**config.mk**
```make
export PLATFORM = sky130hd
export DESIGN_NAME = i2c_target_frontend
export DESIGN_NICKNAME = d
export VERILOG_FILES = /design/src/rtl/i2c_pkg.sv /design/src/rtl/i2c_line_sync.sv /design/src/rtl/i2c_target_frontend.sv
export SDC_FILE = /design/constraint.sdc
export NUM_CORES = 1
export LEC_CHECK = 0
export ABC_AREA = 1
export ABC_CLOCK_PERIOD_IN_PS = 1400
export CAP_MARGIN = 15
export CORE_ASPECT_RATIO = 1.25
export CORE_MARGIN = 2
export CORE_UTILIZATION = 30
export CTS_CLUSTER_DIAMETER = 100
export CTS_CLUSTER_SIZE = 28
export DETAILED_ROUTE_END_ITERATION = 8
export PLACE_DENSITY_LB_ADDON = 0.12
export SLEW_MARGIN = 20
export SYNTH_ARGS = -nofsm -noshare
export SYNTH_HDL_FRONTEND = slang
export SYNTH_HIERARCHICAL = 1
export SYNTH_SLANG_ARGS = --single-unit
```
**constraint.sdc**
```tcl
create_clock -name clk -period 1.4 [get_ports clk]
set_input_delay 0.35 -clock clk [delete_from_list [all_inputs] [get_ports clk]]
set_output_delay 0.35 -clock clk [all_outputs]
set_load 0.02 [all_outputs]
```
**src/rtl/i2c_pkg.sv**
```systemverilog
// ---------------------------------------------------------------------------
// i2c_pkg
//   Shared definitions for the I2C target front end that feeds the PID gain
//   register file.
//   - state_e    : byte-engine FSM phases
//   - fsm_dbg_t  : FSM phase plus the ACK-phase flag, as exposed for debug
//   - K_*_ADDR   : register-file addresses of the K_p / K_i / K_d gains
//   - I2C_RW_WRITE : value of the R/W bit that selects a write transfer
//   - addr_match : compares the address byte against the 7-bit target address
// ---------------------------------------------------------------------------
package i2c_pkg;

   typedef enum logic [2:0] {
      ST_IDLE  = 3'd0,
      ST_ADDR  = 3'd1,
      ST_REG   = 3'd2,
      ST_WDATA = 3'd3,
      ST_RDATA = 3'd4,
      ST_RACK  = 3'd5
   } state_e;

   // ack_phase is set while the 9th (ACK) clock of a byte is in progress.
   typedef struct packed {
      state_e state;
      logic   ack_phase;
   } fsm_dbg_t;

   localparam logic [7:0] K_P_ADDR = 8'h20;
   localparam logic [7:0] K_I_ADDR = 8'h21;
   localparam logic [7:0] K_D_ADDR = 8'h22;

   localparam logic I2C_RW_WRITE = 1'b0;

   function automatic logic addr_match(input logic [7:0] addr_byte,
                                       input logic [6:0] dev_addr);
      return (addr_byte[7:1] == dev_addr);
   endfunction

endpackage

```
**src/rtl/i2c_line_sync.sv**
```systemverilog
// ---------------------------------------------------------------------------
// i2c_line_sync
//   Brings the asynchronous SCL/SDA pad inputs into the clk domain and
//   derives single-clk event pulses from them.
//   Ports:
//     clk, rst_n         : system clock, asynchronous active-low reset
//     scl_in, sda_in     : raw pad inputs
//     scl_rise, scl_fall : one-clk pulses on synchronised SCL edges
//     start_det          : SDA fell while SCL was high (START / repeated START)
//     stop_det           : SDA rose while SCL was high (STOP)
//     sda_val            : synchronised SDA, aligned with the pulses above
//   All outputs are registered, so an event appears SYNC_STAGES+1 clk after
//   the pad change.
// ---------------------------------------------------------------------------
module i2c_line_sync #(
   parameter int SYNC_STAGES = 2
) (
   input  logic clk,
   input  logic rst_n,
   input  logic scl_in,
   input  logic sda_in,
   output logic scl_rise,
   output logic scl_fall,
   output logic start_det,
   output logic stop_det,
   output logic sda_val
);

   logic [SYNC_STAGES-1:0] scl_sync;
   logic [SYNC_STAGES-1:0] sda_sync;
   logic                   scl_prev;
   logic                   sda_prev;
   logic                   scl_s;
   logic                   sda_s;
   logic                   start_c;
   logic                   stop_c;

   assign scl_s = scl_sync[SYNC_STAGES-1];
   assign sda_s = sda_sync[SYNC_STAGES-1];

   // START/STOP need SCL high on both samples, so they can never coincide
   // with an SCL edge; the masking below keeps that priority explicit.
   assign start_c = scl_s & scl_prev & sda_prev & ~sda_s;
   assign stop_c  = scl_s & scl_prev & ~sda_prev & sda_s;

   always_ff @(posedge clk or negedge rst_n) begin
      if (!rst_n) begin
         // Lines reset to the idle-high bus level so release of reset
         // cannot fabricate a START or an SCL edge.
         scl_sync  <= '1;
         sda_sync  <= '1;
         scl_prev  <= 1'b1;
         sda_prev  <= 1'b1;
         scl_rise  <= 1'b0;
         scl_fall  <= 1'b0;
         start_det <= 1'b0;
         stop_det  <= 1'b0;
         sda_val   <= 1'b1;
      end else begin
         scl_sync  <= {scl_sync[SYNC_STAGES-2:0], scl_in};
         sda_sync  <= {sda_sync[SYNC_STAGES-2:0], sda_in};
         scl_prev  <= scl_s;
         sda_prev  <= sda_s;
         scl_rise  <= scl_s & ~scl_prev & ~(start_c | stop_c);
         scl_fall  <= ~scl_s & scl_prev & ~(start_c | stop_c);
         start_det <= start_c;
         stop_det  <= stop_c;
         sda_val   <= sda_s;
      end
   end

endmodule

```
**src/rtl/i2c_target_frontend.sv**
```systemverilog
// ---------------------------------------------------------------------------
// i2c_target_frontend
//   I2C target byte engine in front of the PID gain register file.
//   A write transfer sets the register pointer and then writes data bytes at
//   an auto-incrementing pointer; a read transfer returns read_value for the
//   current pointer, auto-incrementing on each controller ACK.
//   Ports:
//     clk, rst_n      : system clock (>= 16x SCL), async active-low reset
//     ena             : 0 holds the engine idle with SDA released
//     scl_in, sda_in  : raw bus inputs
//     sda_oe          : 1 pulls SDA low (open drain)
//     reg_addr        : register pointer into the register file
//     update_value    : write data (data byte bits [5:0])
//     read_or_write   : one-clk write strobe when a data byte commits
//     read_value      : register file read data at reg_addr
//     busy            : address-matched transfer in progress
//     dbg_state       : {FSM state, ACK-phase flag}
//   Handshake: read_or_write is a single-clk valid with no ready; the
//   register file must capture update_value at reg_addr on that clk.
// ---------------------------------------------------------------------------
module i2c_target_frontend
   import i2c_pkg::*;
#(
   parameter logic [6:0] DEV_ADDR    = 7'h48,
   parameter int         SYNC_STAGES = 2
) (
   input  logic       clk,
   input  logic       rst_n,
   input  logic       ena,
   input  logic       scl_in,
   input  logic       sda_in,
   output logic       sda_oe,
   output logic [7:0] reg_addr,
   output logic [5:0] update_value,
   output logic       read_or_write,
   input  logic [5:0] read_value,
   output logic       busy,
   output logic [3:0] dbg_state
);

   logic scl_rise;
   logic scl_fall;
   logic start_det;
   logic stop_det;
   logic sda_val;

   i2c_line_sync #(
      .SYNC_STAGES (SYNC_STAGES)
   ) u_line_sync (
      .clk       (clk),
      .rst_n     (rst_n),
      .scl_in    (scl_in),
      .sda_in    (sda_in),
      .scl_rise  (scl_rise),
      .scl_fall  (scl_fall),
      .start_det (start_det),
      .stop_det  (stop_det),
      .sda_val   (sda_val)
   );

   // Registered state
   state_e     state_q,    state_n;
   logic       ack_q,      ack_n;
   logic [3:0] bit_cnt_q,  bit_cnt_n;
   logic [7:0] shift_q,    shift_n;
   logic       rw_q,       rw_n;
   logic [7:0] reg_addr_q, reg_addr_n;
   logic [5:0] upd_q,      upd_n;
   logic       sda_oe_q,   sda_oe_n;
   logic       busy_q,     busy_n;
   logic       strobe_q,   strobe_n;

   logic [7:0] rx_byte;
   logic [7:0] load_byte;
   fsm_dbg_t   dbg;

   always_ff @(posedge clk or negedge rst_n) begin
      if (!rst_n) begin
         state_q    <= ST_IDLE;
         ack_q      <= 1'b0;
         bit_cnt_q  <= 4'd0;
         shift_q    <= 8'h00;
         rw_q       <= 1'b0;
         reg_addr_q <= 8'h00;
         upd_q      <= 6'h00;
         sda_oe_q   <= 1'b0;
         busy_q     <= 1'b0;
         strobe_q   <= 1'b0;
      end else begin
         state_q    <= state_n;
         ack_q      <= ack_n;
         bit_cnt_q  <= bit_cnt_n;
         shift_q    <= shift_n;
         rw_q       <= rw_n;
         reg_addr_q <= reg_addr_n;
         upd_q      <= upd_n;
         sda_oe_q   <= sda_oe_n;
         busy_q     <= busy_n;
         strobe_q   <= strobe_n;
      end
   end

   always_comb begin
      state_n    = state_q;
      ack_n      = ack_q;
      bit_cnt_n  = bit_cnt_q;
      shift_n    = shift_q;
      rw_n       = rw_q;
      reg_addr_n = reg_addr_q;
      upd_n      = upd_q;
      sda_oe_n   = sda_oe_q;
      busy_n     = busy_q;
      strobe_n   = 1'b0;
      // Byte as it stands once the bit sampled on this SCL rise is shifted in.
      rx_byte    = {shift_q[6:0], sda_val};
      load_byte  = {2'b00, read_value};

      if (!ena) begin
         state_n   = ST_IDLE;
         ack_n     = 1'b0;
         bit_cnt_n = 4'd0;
         sda_oe_n  = 1'b0;
         busy_n    = 1'b0;
      end else if (start_det) begin
         // START and repeated START both restart address reception; the
         // pointer is kept so a pointer write can be followed by Sr + read.
         state_n   = ST_ADDR;
         ack_n     = 1'b0;
         bit_cnt_n = 4'd0;
         sda_oe_n  = 1'b0;
      end else if (stop_det) begin
         state_n   = ST_IDLE;
         ack_n     = 1'b0;
         bit_cnt_n = 4'd0;
         sda_oe_n  = 1'b0;
         busy_n    = 1'b0;
      end else begin
         case (state_q)
            ST_ADDR, ST_REG, ST_WDATA: begin
               if (scl_rise && !ack_q && (bit_cnt_q < 4'd8)) begin
                  shift_n   = rx_byte;
                  bit_cnt_n = bit_cnt_q + 4'd1;
                  if (bit_cnt_q == 4'd7) begin
                     case (state_q)
                        ST_ADDR: begin
                           if (addr_match(rx_byte, DEV_ADDR)) begin
                              busy_n = 1'b1;
                              rw_n   = rx_byte[0];
                           end else begin
                              // Not for us: never drive ACK, go quiet.
                              state_n   = ST_IDLE;
                              bit_cnt_n = 4'd0;
                              busy_n    = 1'b0;
                           end
                        end
                        ST_REG: begin
                           reg_addr_n = rx_byte;
                        end
                        default: begin
                           upd_n    = rx_byte[5:0];
                           strobe_n = 1'b1;
                        end
                     endcase
                  end
               end else if (scl_fall) begin
                  if (ack_q) begin
                     // End of our ACK clock: release SDA and move on.
                     ack_n     = 1'b0;
                     bit_cnt_n = 4'd0;
                     sda_oe_n  = 1'b0;
                     case (state_q)
                        ST_ADDR: begin
                           if (rw_q == I2C_RW_WRITE) begin
                              state_n = ST_REG;
                           end else begin
                              // First read bit must be on the bus at this fall.
                              shift_n  = load_byte;
                              sda_oe_n = ~load_byte[7];
                              state_n  = ST_RDATA;
                           end
                        end
                        ST_REG: begin
                           state_n = ST_WDATA;
                        end
                        default: begin
                           reg_addr_n = reg_addr_q + 8'd1;
                        end
                     endcase
                  end else if (bit_cnt_q == 4'd8) begin
                     ack_n    = 1'b1;
                     sda_oe_n = 1'b1;
                  end
               end
            end

            ST_RDATA: begin
               if (scl_rise && (bit_cnt_q < 4'd8)) begin
                  bit_cnt_n = bit_cnt_q + 4'd1;
               end else if (scl_fall) begin
                  if (bit_cnt_q == 4'd8) begin
                     // Hand SDA to the controller for its ACK/NACK.
                     sda_oe_n  = 1'b0;
                     bit_cnt_n = 4'd0;
                     state_n   = ST_RACK;
                  end else begin
                     shift_n  = {shift_q[6:0], 1'b0};
                     sda_oe_n = ~shift_q[6];
                  end
               end
            end

            ST_RACK: begin
               if (scl_rise && !ack_q) begin
                  if (sda_val) begin
                     // NACK ends the read; wait for STOP or Sr.
                     state_n = ST_IDLE;
                  end else begin
                     ack_n      = 1'b1;
                     reg_addr_n = reg_addr_q + 8'd1;
                  end
               end else if (scl_fall && ack_q) begin
                  // read_value already reflects the incremented pointer.
                  ack_n     = 1'b0;
                  shift_n   = load_byte;
                  sda_oe_n  = ~load_byte[7];
                  bit_cnt_n = 4'd0;
                  state_n   = ST_RDATA;
               end
            end

            ST_IDLE: begin
               ack_n     = 1'b0;
               bit_cnt_n = 4'd0;
               sda_oe_n  = 1'b0;
            end

            default: begin
               state_n   = ST_IDLE;
               ack_n     = 1'b0;
               bit_cnt_n = 4'd0;
               sda_oe_n  = 1'b0;
            end
         endcase
      end
   end

   always_comb begin
      dbg.state     = state_q;
      dbg.ack_phase = ack_q;
   end

   assign sda_oe        = sda_oe_q;
   assign reg_addr      = reg_addr_q;
   assign update_value  = upd_q;
   assign read_or_write = strobe_q;
   assign busy          = busy_q;
   assign dbg_state     = dbg;

endmodule

```
==> flow_summary_export.csv <==
group,metric,value,unit
final_layout,syn_to_final_growth,54.0,%
power_and_ir_drop,p_int,2.46,mW
global_routing,track_usage,0.174,
global_routing,overflow,0,
worst_setup_path,r2r_setup_slack,-0.16,ns
logic_synthesis,synthDistinctLibCells,29,
die,die_height,109,um
routing,routedWlPerCell,13.1,um
worst_setup_path,required,1.59,ns
final_layout,layout_common_cells,"92 x nand2_1, 66 x buf_4, 37 x inv_1",
clock_tree,clkSlewWorstSetupHoldPaths,0.09,ns
final_layout,seq_area,1090,um^2
power_and_ir_drop,power,3.49,mW
sta,fmax,640,MHz
routing,wl,7800,um
worst_setup_path,startpoint_type,"flip-flop",
sta,fin_crit,1.56,ns
sta,skew,0.00643,ns
sta,tightest_slew,0.380,ns
logic_synthesis,netlist_area,2630,um^2
sta,drv_slew,0,
sta,setup_viol,30,
die,core_area,8610,um^2
logic_synthesis,netlist_instances,363,
clock_tree,cts-root-buf,"clkbuf_8",
die,ioPinCount,32,
power_and_ir_drop,swShare,0.294,
min_path,hold_class,"primary input to async pin",
clock_tree,cts_buffers,5,
sta,hold_violations,0,
clock_tree,htree_levels,2,
outcome,status,"finished with violations",
placement,port_buffers,31,
die,placementRows,38,
global_routing,met2_usage,0.318,
global_routing,grt_pass1_wl,13000,um
logic_synthesis,syn-mean-instance-area,7.23,um^2
worst_setup_path,crit_fanout,5,
die,die_x,87.7,um
logic_synthesis,synth_fp_nets,377,
die,start_util,0.305,
power_and_ir_drop,switching_power,1.03,mW
final_layout,layout.nets,489,
routing,num_vias,2693,
clock_tree,max-clock-path-buffers,2,
sta,rsz0062_at_grt,"yes",
final_layout,final_common_cell,"nand2_1",
routing,antenna_left,0,
placement,gp_congestion,0.885,
worst_setup_path,critPathArrivalTime,1.75,ns
sta,fin_ws,-0.162,ns
logic_synthesis,synth_seq_cells,43,
global_routing,gr-usage-met3,0.0273,
power_and_ir_drop,seqPwrFrac,0.415,
power_and_ir_drop,p_comb_frac,0.250,
global_routing,grt_start_max_net_pins,44,
die,dieArea,9520,um^2
power_and_ir_drop,vdd_drop_max,0.402,mV
power_and_ir_drop,leakagePower,2.05,nW
final_layout,n_antenna_cell,0,
power_and_ir_drop,p_per_area,863,nW/um^2
final_layout,drive_gt1_frac,0.384,
placement,hpwl,5850,um
logic_synthesis,seq_area_frac_synth,0.413,
routing,drc,0,
logic_synthesis,ys_warn_count,6,
routing,dr.pass1.iters,4,
clock_tree,cts_tree,"built",
outcome,violations,"setup timing",
clock_tree,clk_latency,0.30,ns
clock_tree,clock-sinks,43,
final_layout,fin_util,0.470,
routing,drt_iter0_markers,86,
sta,slew_headroom,0.744,
final_layout,multi_input_area,1550,um^2
worst_setup_path,crit_path_end_kind,"flip-flop",
global_routing,grt_pass1_vias,2797,
sta,min_period_over_period,1.12,
run,drv_cap,0,
worst_setup_path,crit_type,"flip-flop to flip-flop",
final_layout,fillers,900,
power_and_ir_drop,clockPowerShare,0.336,
global_routing,grtUsageMet1,0.207,
global_routing,busiest_layer,"met2",
global_routing,antenna_found_initial,0,
routing,vias_per_cell,4.52,
-- area by class of cell --
| class | count | area share |
|---|---|---|
| clock inverter | 2 | 0.0149 |
| clock buffer | 6 | 0.0179 |
| multi-input combinational | 268 | 0.384 |
| tap | 120 | 0.0371 |
| sequential | 43 | 0.269 |
| timing repair buffer | 110 | 0.232 |
| inverter | 47 | 0.0446 |
-- Yosys cell counts, drive strengths merged --
cell type	count	share of area
a21oi	11	0.021
a31oi	2	0.0048
buf	7	0.019
clkinv	1	0.0014
dfrtp	37	0.35
dfstp	6	0.060
ha	3	0.014
inv	46	0.066
nand2	117	0.18
nand3	40	0.082
nand3b	1	0.0029
nand4	6	0.014
nor2	42	0.087
nor3	3	0.0057
o211ai	1	0.0029
o21ai	35	0.072
xnor2	1	0.0033
xor2	4	0.013
-- power by group through the flow --
| stage | clock network, mW | registers [mW] | logic (mW) |
|---|---|---|---|
| floorplan | 0 | 1.53 | 0.340 |
| global placement | 0 | 1.47 | 0.848 |
| detailed placement | 0 | 1.47 | 0.852 |
| CTS | 1.21 | 1.45 | 0.868 |
| global route | 1.25 | 1.47 | 0.971 |
| finish | 1.17 | 1.45 | 0.871 |
-- logic make-up after synthesis --
kind of cell | Yosys count | share of synthesized area
adder cells (fa/ha/maj) | 3 | 0.0143
buffers and inverters | 54 | 0.0857
AO/OA/AOI/OAI | 49 | 0.101
AND/OR/NAND/NOR | 209 | 0.370
XOR/XNOR | 5 | 0.0167
flip-flops | 43 | 0.413
-- metal layers --
metal / vias to the layer above / routed length [um]
li1: 1381 / -
met1: 1253 / 3320
met2: 46 / 4110
met3: 13 / 199
met4: 0 / 174
met5: - / 0
-- sequential cells by signal, summed over array words and instances, names as in the netlist --
signal and flops:
ack_q 1, bit_cnt_q 4, busy 1, read_or_write 1, reg_addr 8, rw_q 1
sda_oe 1, shift_q 7, state_q 3, u_line_sync/scl_fall 1, u_line_sync/scl_prev 1, u_line_sync/scl_rise 1
u_line_sync/scl_sync 2, u_line_sync/sda_sync 2, u_line_sync/sda_val 1, u_line_sync/start_det 1, u_line_sync/stop_det 1, update_value 6
-- worst max-delay path, cell delays in order (launching register included) --
cell and delay [ns]:
dfrtp_1 0.37, inv_1 0.05, ha_2 0.18, nand2_2 0.08, nor2_4 0.05, o21ai_1 0.12
nand2_1 0.12, nor2_4 0.25, nand2_4 0.11, nand2_1 0.07, o21ai_1 0.05
-- stage by stage --
step           instances  setup slack [ns]  hold WS, ns  TNS, ns  area (um^2)
4_1_cts              593            -0.188       0.0211    -2.89         3950
2_1_floorplan        363            -0.174       0.0544    -1.76         2660
5_1_grt              596            -0.279       0.0265    -7.03         4040
3_3_place_gp         575            -0.452        0.349    -9.83         3590
6_report             596            -0.162      0.00813    -3.54         4040
3_5_place_dp         575            -0.496        0.349    -9.81         3590
-- final timing paths --
kind / startpoint / to / cells past startpoint
hold reg to reg: u_line_sync/scl_sync[0] / u_line_sync/scl_sync[1] / 0
hold / removal: rst_n / reg_addr[6] / 2
setup / recovery: bit_cnt_q[0] / shift_q[0] / 10
min in group clk: u_line_sync/scl_sync[0] / u_line_sync/scl_sync[1] / 0
max in group asynchronous: rst_n / u_line_sync/scl_sync[0] / 2
setup reg to reg: bit_cnt_q[0] / shift_q[0] / 10
-- timing repair --
action                                 CTS  global route
hold buffers                             0             0
pin swaps                               22            11
setup buffers                            8             4
resized for setup                       98            30
endpoints found under the hold margin    0             0
setup endpoints to repair               53            42
gates cloned                             2             0
Power figures use the tool's default switching activity.
